===== src/rtl/tm1638_responder_if.sv =====
// TM1638 serial link: clock, strobe and bidirectional data split into in/out/enable.
interface tm1638_responder_if;
    logic tm1638_clk;
    logic tm1638_stb;
    logic tm1638_dio_in;
    logic tm1638_dio_out;
    logic tm1638_dio_out_en;

    modport master (
        output tm1638_clk, tm1638_stb, tm1638_dio_in,
        input  tm1638_dio_out, tm1638_dio_out_en
    );

    modport slave (
        input  tm1638_clk, tm1638_stb, tm1638_dio_in,
        output tm1638_dio_out, tm1638_dio_out_en
    );
endinterface


===== src/rtl/tm1638_responder.sv =====
// Device-side TM1638 responder: oversampled serial decode, 16-byte display RAM,
// display control and key-scan readback.
module tm1638_responder #(
    parameter int SYNC_STAGES = 2
) (
    input  logic                clock,
    input  logic                reset,
    tm1638_responder_if.slave   bus,
    input  logic [31:0]         keys,
    input  logic [3:0]          disp_addr,
    output logic [7:0]          disp_data,
    output logic                display_on,
    output logic [2:0]          brightness,
    output logic                frame_done,
    output logic                protocol_error
);

    typedef enum logic [2:0] {
        IDLE,
        CMD,
        WRITE_DATA,
        READ_KEYS,
        IGNORE
    } state_t;

    state_t state, state_next;

    logic [SYNC_STAGES-1:0] clk_sync, stb_sync, dio_sync;
    logic clk_s, stb_s, dio_s, clk_q, stb_q;
    logic clk_rise, clk_fall, stb_rise, stb_fall;

    logic [6:0]  sreg;
    logic [7:0]  next_byte;
    logic [2:0]  bit_cnt;
    logic [1:0]  rd_bytes;
    logic        byte_done, any_byte;
    logic [3:0]  addr;
    logic        fixed_mode;
    logic [31:0] snap;
    logic [4:0]  key_idx;
    logic        dio_out, dio_oe;
    logic [7:0]  ram [16];

    logic ram_we, snap_we, fixed_we, addr_we, ctrl_we, err_set;

    assign clk_s = clk_sync[SYNC_STAGES-1];
    assign stb_s = stb_sync[SYNC_STAGES-1];
    assign dio_s = dio_sync[SYNC_STAGES-1];

    assign clk_rise  = clk_s & ~clk_q & ~stb_s;
    assign clk_fall  = ~clk_s & clk_q & ~stb_s;
    assign stb_rise  = stb_s & ~stb_q;
    assign stb_fall  = ~stb_s & stb_q;
    assign next_byte = {dio_s, sreg};
    assign byte_done = clk_rise && (state != IDLE) && (bit_cnt == 3'd7);

    assign bus.tm1638_dio_out    = dio_out;
    assign bus.tm1638_dio_out_en = dio_oe;

    // Reset loads the live line level so a frame in progress cannot fake an edge.
    always_ff @(posedge clock) begin
        if (reset) begin
            clk_sync <= {SYNC_STAGES{bus.tm1638_clk}};
            stb_sync <= {SYNC_STAGES{bus.tm1638_stb}};
            dio_sync <= {SYNC_STAGES{bus.tm1638_dio_in}};
            clk_q    <= bus.tm1638_clk;
            stb_q    <= bus.tm1638_stb;
        end else begin
            clk_sync <= {clk_sync[SYNC_STAGES-2:0], bus.tm1638_clk};
            stb_sync <= {stb_sync[SYNC_STAGES-2:0], bus.tm1638_stb};
            dio_sync <= {dio_sync[SYNC_STAGES-2:0], bus.tm1638_dio_in};
            clk_q    <= clk_s;
            stb_q    <= stb_s;
        end
    end

    always_ff @(posedge clock) begin
        if (reset) state <= IDLE;
        else       state <= state_next;
    end

    always_comb begin
        state_next = state;
        ram_we     = 1'b0;
        snap_we    = 1'b0;
        fixed_we   = 1'b0;
        addr_we    = 1'b0;
        ctrl_we    = 1'b0;
        err_set    = 1'b0;
        if (stb_rise) begin
            state_next = IDLE;
            err_set    = (state != IDLE) && (bit_cnt != 3'd0);
        end else begin
            unique case (state)
                IDLE: if (stb_fall) state_next = CMD;
                CMD: if (byte_done) begin
                    unique case (next_byte[7:6])
                        2'b01: begin
                            fixed_we   = 1'b1;
                            snap_we    = next_byte[1];
                            state_next = next_byte[1] ? READ_KEYS : IGNORE;
                        end
                        2'b11: begin
                            addr_we    = 1'b1;
                            state_next = WRITE_DATA;
                        end
                        2'b10: begin
                            ctrl_we    = 1'b1;
                            state_next = IGNORE;
                        end
                        default: begin
                            err_set    = 1'b1;
                            state_next = IGNORE;
                        end
                    endcase
                end
                WRITE_DATA: ram_we = byte_done;
                READ_KEYS: begin
                    if (byte_done && rd_bytes == 2'd3) state_next = IGNORE;
                end
                default: ;
            endcase
        end
    end

    always_ff @(posedge clock) begin
        if (reset) begin
            sreg           <= '0;
            bit_cnt        <= '0;
            rd_bytes       <= '0;
            any_byte       <= 1'b0;
            addr           <= '0;
            fixed_mode     <= 1'b0;
            snap           <= '0;
            key_idx        <= '0;
            dio_out        <= 1'b0;
            dio_oe         <= 1'b0;
            display_on     <= 1'b0;
            brightness     <= '0;
            frame_done     <= 1'b0;
            protocol_error <= 1'b0;
            disp_data      <= '0;
            for (int i = 0; i < 16; i++) ram[i] <= '0;
        end else begin
            if (stb_fall || stb_rise)
                bit_cnt <= '0;
            else if (clk_rise && state != IDLE)
                bit_cnt <= bit_cnt + 3'd1;
            if (clk_rise && state != IDLE) sreg <= next_byte[7:1];

            if (stb_fall)       any_byte <= 1'b0;
            else if (byte_done) any_byte <= 1'b1;
            frame_done <= stb_rise && any_byte;

            if (snap_we) begin
                snap     <= keys;
                key_idx  <= '0;
                rd_bytes <= '0;
            end else if (state == READ_KEYS) begin
                if (clk_fall) begin
                    dio_out <= snap[key_idx];
                    key_idx <= key_idx + 5'd1;
                end
                if (byte_done) rd_bytes <= rd_bytes + 2'd1;
            end
            dio_oe <= (state_next == READ_KEYS);

            if (fixed_we) fixed_mode <= next_byte[2];
            if (addr_we)  addr <= next_byte[3:0];
            if (ctrl_we) begin
                display_on <= next_byte[3];
                brightness <= next_byte[2:0];
            end
            if (err_set) protocol_error <= 1'b1;

            if (ram_we) begin
                ram[addr] <= next_byte;
                if (!fixed_mode) addr <= addr + 4'd1;
            end
            disp_data <= ram[disp_addr];
        end
    end

endmodule

===== src/flat_wrapper.sv =====
// flat-port wrapper written by rule: the top's interface ports become plain ports
module tm1638_responder_flat 
#(
    parameter int SYNC_STAGES = 2
)
  (clock, reset, keys, disp_addr, disp_data, display_on, brightness, frame_done, protocol_error, bus_tm1638_clk, bus_tm1638_stb, bus_tm1638_dio_in, bus_tm1638_dio_out, bus_tm1638_dio_out_en);
  tm1638_responder_if bus_i ();
  input  logic clock;
  input  logic reset;
  input  logic [31:0] keys;
  input  logic [3:0] disp_addr;
  output logic [7:0] disp_data;
  output logic display_on;
  output logic [2:0] brightness;
  output logic frame_done;
  output logic protocol_error;
  input wire logic [$bits(bus_i.tm1638_clk)-1:0] bus_tm1638_clk;
  input wire logic [$bits(bus_i.tm1638_stb)-1:0] bus_tm1638_stb;
  input wire logic [$bits(bus_i.tm1638_dio_in)-1:0] bus_tm1638_dio_in;
  output wire logic [$bits(bus_i.tm1638_dio_out)-1:0] bus_tm1638_dio_out;
  output wire logic [$bits(bus_i.tm1638_dio_out_en)-1:0] bus_tm1638_dio_out_en;
  assign bus_i.tm1638_clk = bus_tm1638_clk;
  assign bus_i.tm1638_stb = bus_tm1638_stb;
  assign bus_i.tm1638_dio_in = bus_tm1638_dio_in;
  assign bus_tm1638_dio_out = bus_i.tm1638_dio_out;
  assign bus_tm1638_dio_out_en = bus_i.tm1638_dio_out_en;
  tm1638_responder #(.SYNC_STAGES(SYNC_STAGES)) u_core (.clock(clock), .reset(reset), .bus(bus_i), .keys(keys), .disp_addr(disp_addr), .disp_data(disp_data), .display_on(display_on), .brightness(brightness), .frame_done(frame_done), .protocol_error(protocol_error));
endmodule

===== config.mk =====
export PLATFORM = sky130hd
export DESIGN_NAME = tm1638_responder_flat
export DESIGN_NICKNAME = d
export VERILOG_FILES = /design/src/rtl/tm1638_responder_if.sv /design/src/rtl/tm1638_responder.sv /design/src/flat_wrapper.sv
export SDC_FILE = /design/constraint.sdc
export NUM_CORES = 1
export LEC_CHECK = 0
export CAP_MARGIN = 20
export CORE_ASPECT_RATIO = 0.7
export CORE_UTILIZATION = 35
export CTS_CLUSTER_DIAMETER = 60
export DETAILED_ROUTE_END_ITERATION = 10
export GPL_ROUTABILITY_DRIVEN = 0
export RECOVER_POWER = 100
export SYNTH_ARGS = -nofsm -noshare
export SYNTH_HDL_FRONTEND = slang
export SYNTH_SLANG_ARGS = --single-unit

===== constraint.sdc =====
create_clock -name clock -period 7.06 [get_ports clock]
set_clock_uncertainty 0.1 [all_clocks]
set_input_delay 1.412 -clock clock [delete_from_list [all_inputs] [get_ports clock]]
set_output_delay 1.412 -clock clock [all_outputs]
set_load 0.005 [all_outputs]

== Yosys cells after proc, flatten, opt, wreduce, memory -nomap -nowiden ==
Memories as Yosys holds them, arrays and structs flattened. A register that Yosys moved wholly into a read port is not among the register bits.
Index checks and enable logic that the tools add are counted.

* Bitwise gates (word level): 11
* Reduce and logical (&&, ||, !) cells: 17
* Multiplexer cells: 47
* Equal/unequal tests: 9
* Order comparisons: 1
* Add/sub/neg operators: 4

{| class="wikitable"
|+ Operators with widths
! kind !! number
|-
| 1-bit 2-to-1 mux || 31
|-
| 4-bit 2-to-1 mux || 4
|-
| 3-bit 2-to-1 mux || 5
|-
| 3-bit by 2-bit == test with 1-bit output (second input constant) || 3
|-
| 3-bit case mux with 3 select lines || 1
|-
| 8-bit 2-to-1 mux || 1
|-
| 8-bit OR reduction || 1
|-
| 1-bit bitwise AND || 6
|-
| 2-bit == test (second input constant) || 3
|-
| 5-bit by 6-bit less-than comparator with 1-bit output (second input constant) || 1
|-
| 2-bit 2-to-1 mux || 3
|-
| 3-bit case mux with 2 select lines || 1
|-
| 3-bit nonzero test || 2
|-
| 2-bit OR reduction || 3
|-
| 5-bit by 1-bit adder with 5-bit output (second input constant) || 1
|-
| 1-bit binary-select mux with 5-bit select || 1
|-
| 1-bit logical AND || 5
|-
| 1-bit NOT || 5
|-
| 4-bit by 1-bit adder with 4-bit output (second input constant) || 1
|-
| 2-bit AND reduction || 2
|-
| 3-bit by 1-bit adder with 3-bit output (second input constant) || 1
|-
| 3-bit by 1-bit == test with 1-bit output (second input constant) || 1
|-
| 3-bit == test (second input constant) || 1
|-
| 3-bit zero test || 1
|-
| other kinds (5) || 5
|}

* Memories: 1
* Output and inout port bits: 16
* Logic and storage cells: 110
* Memory bits (writable): 128
* Register bits after elaboration: 74

{| class="wikitable"
|+ Memories
! name !! words !! bits a word !! rd ports !! clocked after Yosys merged registers in !! wr ports !! RTL line !! text
|-
| u_core.ram || 16 || 8 || 1 || 1 || 16 || tm1638_responder.sv:42 || <nowiki>logic [7:0] ram [16];</nowiki>
|}

== Depth between registers and ports, before layout ==
* Depth in word-level cells: 12
* Gate-level depth with buffers: 9

== Least setup slack after synthesis ==
OpenSTA, ideal clock, no wires.

* Kind: in2reg
* From: input port reset
* To: memory u_core.ram[14][0] (enable)
* Path slack: 4002 ps
* Stages on the path: 5
* Arrival time: 2629 ps
* Path buffers: 1
* Cell sequence: clkbuf_1 -> nor2_1 -> nand3_2 -> nor2_1 -> or2_1

{| class="wikitable"
|+ RTL lines
! what !! RTL line !! text
|-
| start, declared || flat_wrapper.sv:9 || <nowiki>input logic reset;</nowiki>
|-
| end, declared || tm1638_responder.sv:42 ||
|}

==> flow_metrics.py <==
metrics = {
    "setup_path": {
        "crit_path_end_kind": "flip-flop",
        "critPathKind": "in -> reg",
        "worst_setup_path_start_kind": "input port",
        "worst_r2r_path_depth": 5,
        "crit_fanout": 44,
        "cp.required_ps": 7090,
        "arrival_ps": 4520,
    },
    "placement": {
        "hpwl_mm": 16.2,
        "port_buffers": 56,
        "placed_area_mm2": 0.0102,
    },
    "grt": {
        "grt_max_degree": 48,
        "grt_pass1_wl_mm": 35.9,
        "grt_pass1_vias": 5452,
        "overflow": 0,
        "antenna_found_initial": 0,
        "track_usage": 0.177,
    },
    "timing": {
        "holdWs_ps": 335,
        "rsz0062_at_grt": "no",
        "period_share": 0.635,
        "period_minus_slack_ps": 4480,
        "maxSlewHeadroom": -0.291,
        "hold_viol": 0,
        "tns_ps": 0,
        "tightest_slew_ps": 1940,
        "finalSetupViolations": 0,
        "drv_slew": 45,
        "fmax_mhz": 223,
    },
    "power": {
        "p_leak_nw": 3.58,
        "p_per_area_mw_per_mm2": 245,
        "p_total_mw": 2.67,
        "ir_drop_uv": 169,
    },
    "outcome": {
        "violations": "capacitance limit, slew limit",
        "status": "complete, but fails checks",
    },
    "synthesis": {
        "ys_seq_area_frac": 0.585,
        "synthDistinctLibCells": 48,
        "syn-num-nets": 814,
        "synth_top_area_share": 0.410,
        "synth-edff-count": 128,
        "synth_common_cells": "and2_1, edfxtp_1, nand2_1",
        "ys.warnings.count": 0,
        "synth_area_mm2": 0.00938,
        "synth_cells": 762,
        "yosys.area.top_type": "edfxtp_1",
        "async_reset_ff_frac": 0,
        "syn_area_per_cell_um2": 12.3,
        "synth_area_leaders": "edfxtp_1, dfxtp_1, mux4_2",
        "synthFlopType": "edfxtp_1",
        "yosysMostFrequentCell": "and2_1",
        "synth-seq-cells": 210,
    },
    "route": {
        "drt_wl_total_mm": 24.0,
        "via_per_inst": 5.07,
        "drc": 0,
        "dr.pass1.iters": 6,
        "drt_iter0_drc": 599,
        "wl_per_cell_um": 20.5,
        "ant_nets": 0,
        "vias": 5937,
    },
    "clocking": {
        "numCtsBuffers": 22,
        "clkLatencyLatePin_ps": 500,
        "ctsRootBufferMaster": "clkbuf_16",
        "cts_setup_buffers": 0,
        "clock-sinks": 210,
        "ctsHtreeMaxLevel": 1,
        "clkTransAtPathRegs_ps": 60,
        "holdBufCountCts": 0,
        "clockBufferDepth": 3,
        "cts_tree": "done",
        "cts_resized": 0,
    },
    "floorplan": {
        "initial_core_util": 0.361,
        "ioPinCount": 57,
        "dieArea_mm2": 0.0275,
        "die_w_um": 198,
        "die_h_um": 139,
        "core.rowCount": 49,
        "core_region_area_mm2": 0.0260,
    },
    "final_layout": {
        "fin_area_mm2": 0.0109,
        "finish.net_count": 849,
        "drive_above_1_share": 0.116,
        "final_core_util": 0.419,
        "antenna_cells": 0,
        "area.growth.synth_to_final_pct": 16.1,
    },
    "run": {
        "max_cap_viol_count": 1,
    },
    "min_path": {
        "holdPathStages": 2,
        "holdCritPathClass": "reg -> reg",
    },
}
cells in the final DEF, fill, tap and decap left out, types with 19 or more instances in the layout:
master	instances
dfxtp_1	82
dlygate4sd3_1	19
mux4_2	44
clkbuf_16	24
a21oi_1	48
nand2_1	90
nor2_1	30
and2_1	49
clkdlybuf4s50_1	35
edfxtp_1	128
and2_0	81
worst max-delay path, cell delays in order:
cell and delay, ps:
buf_2 90, clkbuf_1 710, nor2_1 590, nand3_1 290, nor3_1 790, or2_0 620
layer usage:
metal  share of wire  vias to the layer above  wire length (um)  track usage
li1                -                     2768                 -            -
met1            0.49                     2913             11800        0.284
met5               0                        -                 0            0
met3           0.089                       33              2130       0.0496
met2            0.40                      223              9600        0.231
met4           0.017                        0               398       0.0318
per-stage QoR:
step / std cells / setup WS [ps]
CTS: 1169 / 3770
finish: 1170 / 2580
global placement: 1129 / 3220
detailed placement: 1129 / 3240
global route: 1170 / 2210
floorplan: 762 / 4000
where the power goes:
group	switching (mW)	leakage [nW]	internal (mW)	total, mW
Combinational	0.0637	1.35	0.0761	0.140
Sequential	0.0337	1.88	1.34	1.38
Clock	0.480	0.357	0.674	1.15
Total	0.578	3.58	2.10	2.67
area by class of cell:
cell class              count  area [um2]
clock inverters             5        31.3
flip-flops and latches    210        5490
repair buffers             64         619
inverters                  14        52.6
fillers                  2417       15100
well taps                 357         447
clock buffers              35         692
multi-input cells         485        3560
worst paths after layout:
check | start | endpoint | slack [ps]
worst min-delay path | u_core.stb_sync[0] | u_core.stb_sync[1] | 340
worst max-delay path | reset | u_core.ram[3][4] | 2580
worst max register to register | u_core.state[1] | u_core.ram[3][4] | 3620
worst min register to register | u_core.stb_sync[0] | u_core.stb_sync[1] | 340
flip-flops by register name, indices dropped and copies added, names as in the netlist, 2 cells and up:
| signal | cells |
|---|---|
| u_core.state | 3 |
| u_core.sreg | 7 |
| u_core.bit_cnt | 3 |
| u_core.dio_sync | 2 |
| u_core.addr | 4 |
| u_core.key_idx | 5 |
| u_core.disp_data | 8 |
| u_core.stb_sync | 2 |
| u_core.brightness | 3 |
| u_core.clk_sync | 2 |
| u_core.ram | 128 |
| u_core.snap | 32 |
| u_core.rd_bytes | 2 |
cells by family after synthesis:
family                     share of synthesized area
AOI/OAI and AO/OA                             0.0476
xor gates and xnor gates                     0.00560
adders and majority gates                     0.0147
buffers and inverters                         0.0302
DFF                                            0.585
muxes                                          0.123
and+or+nand+nor                                0.194
Note: power is estimated with default switching activity, not from simulation.
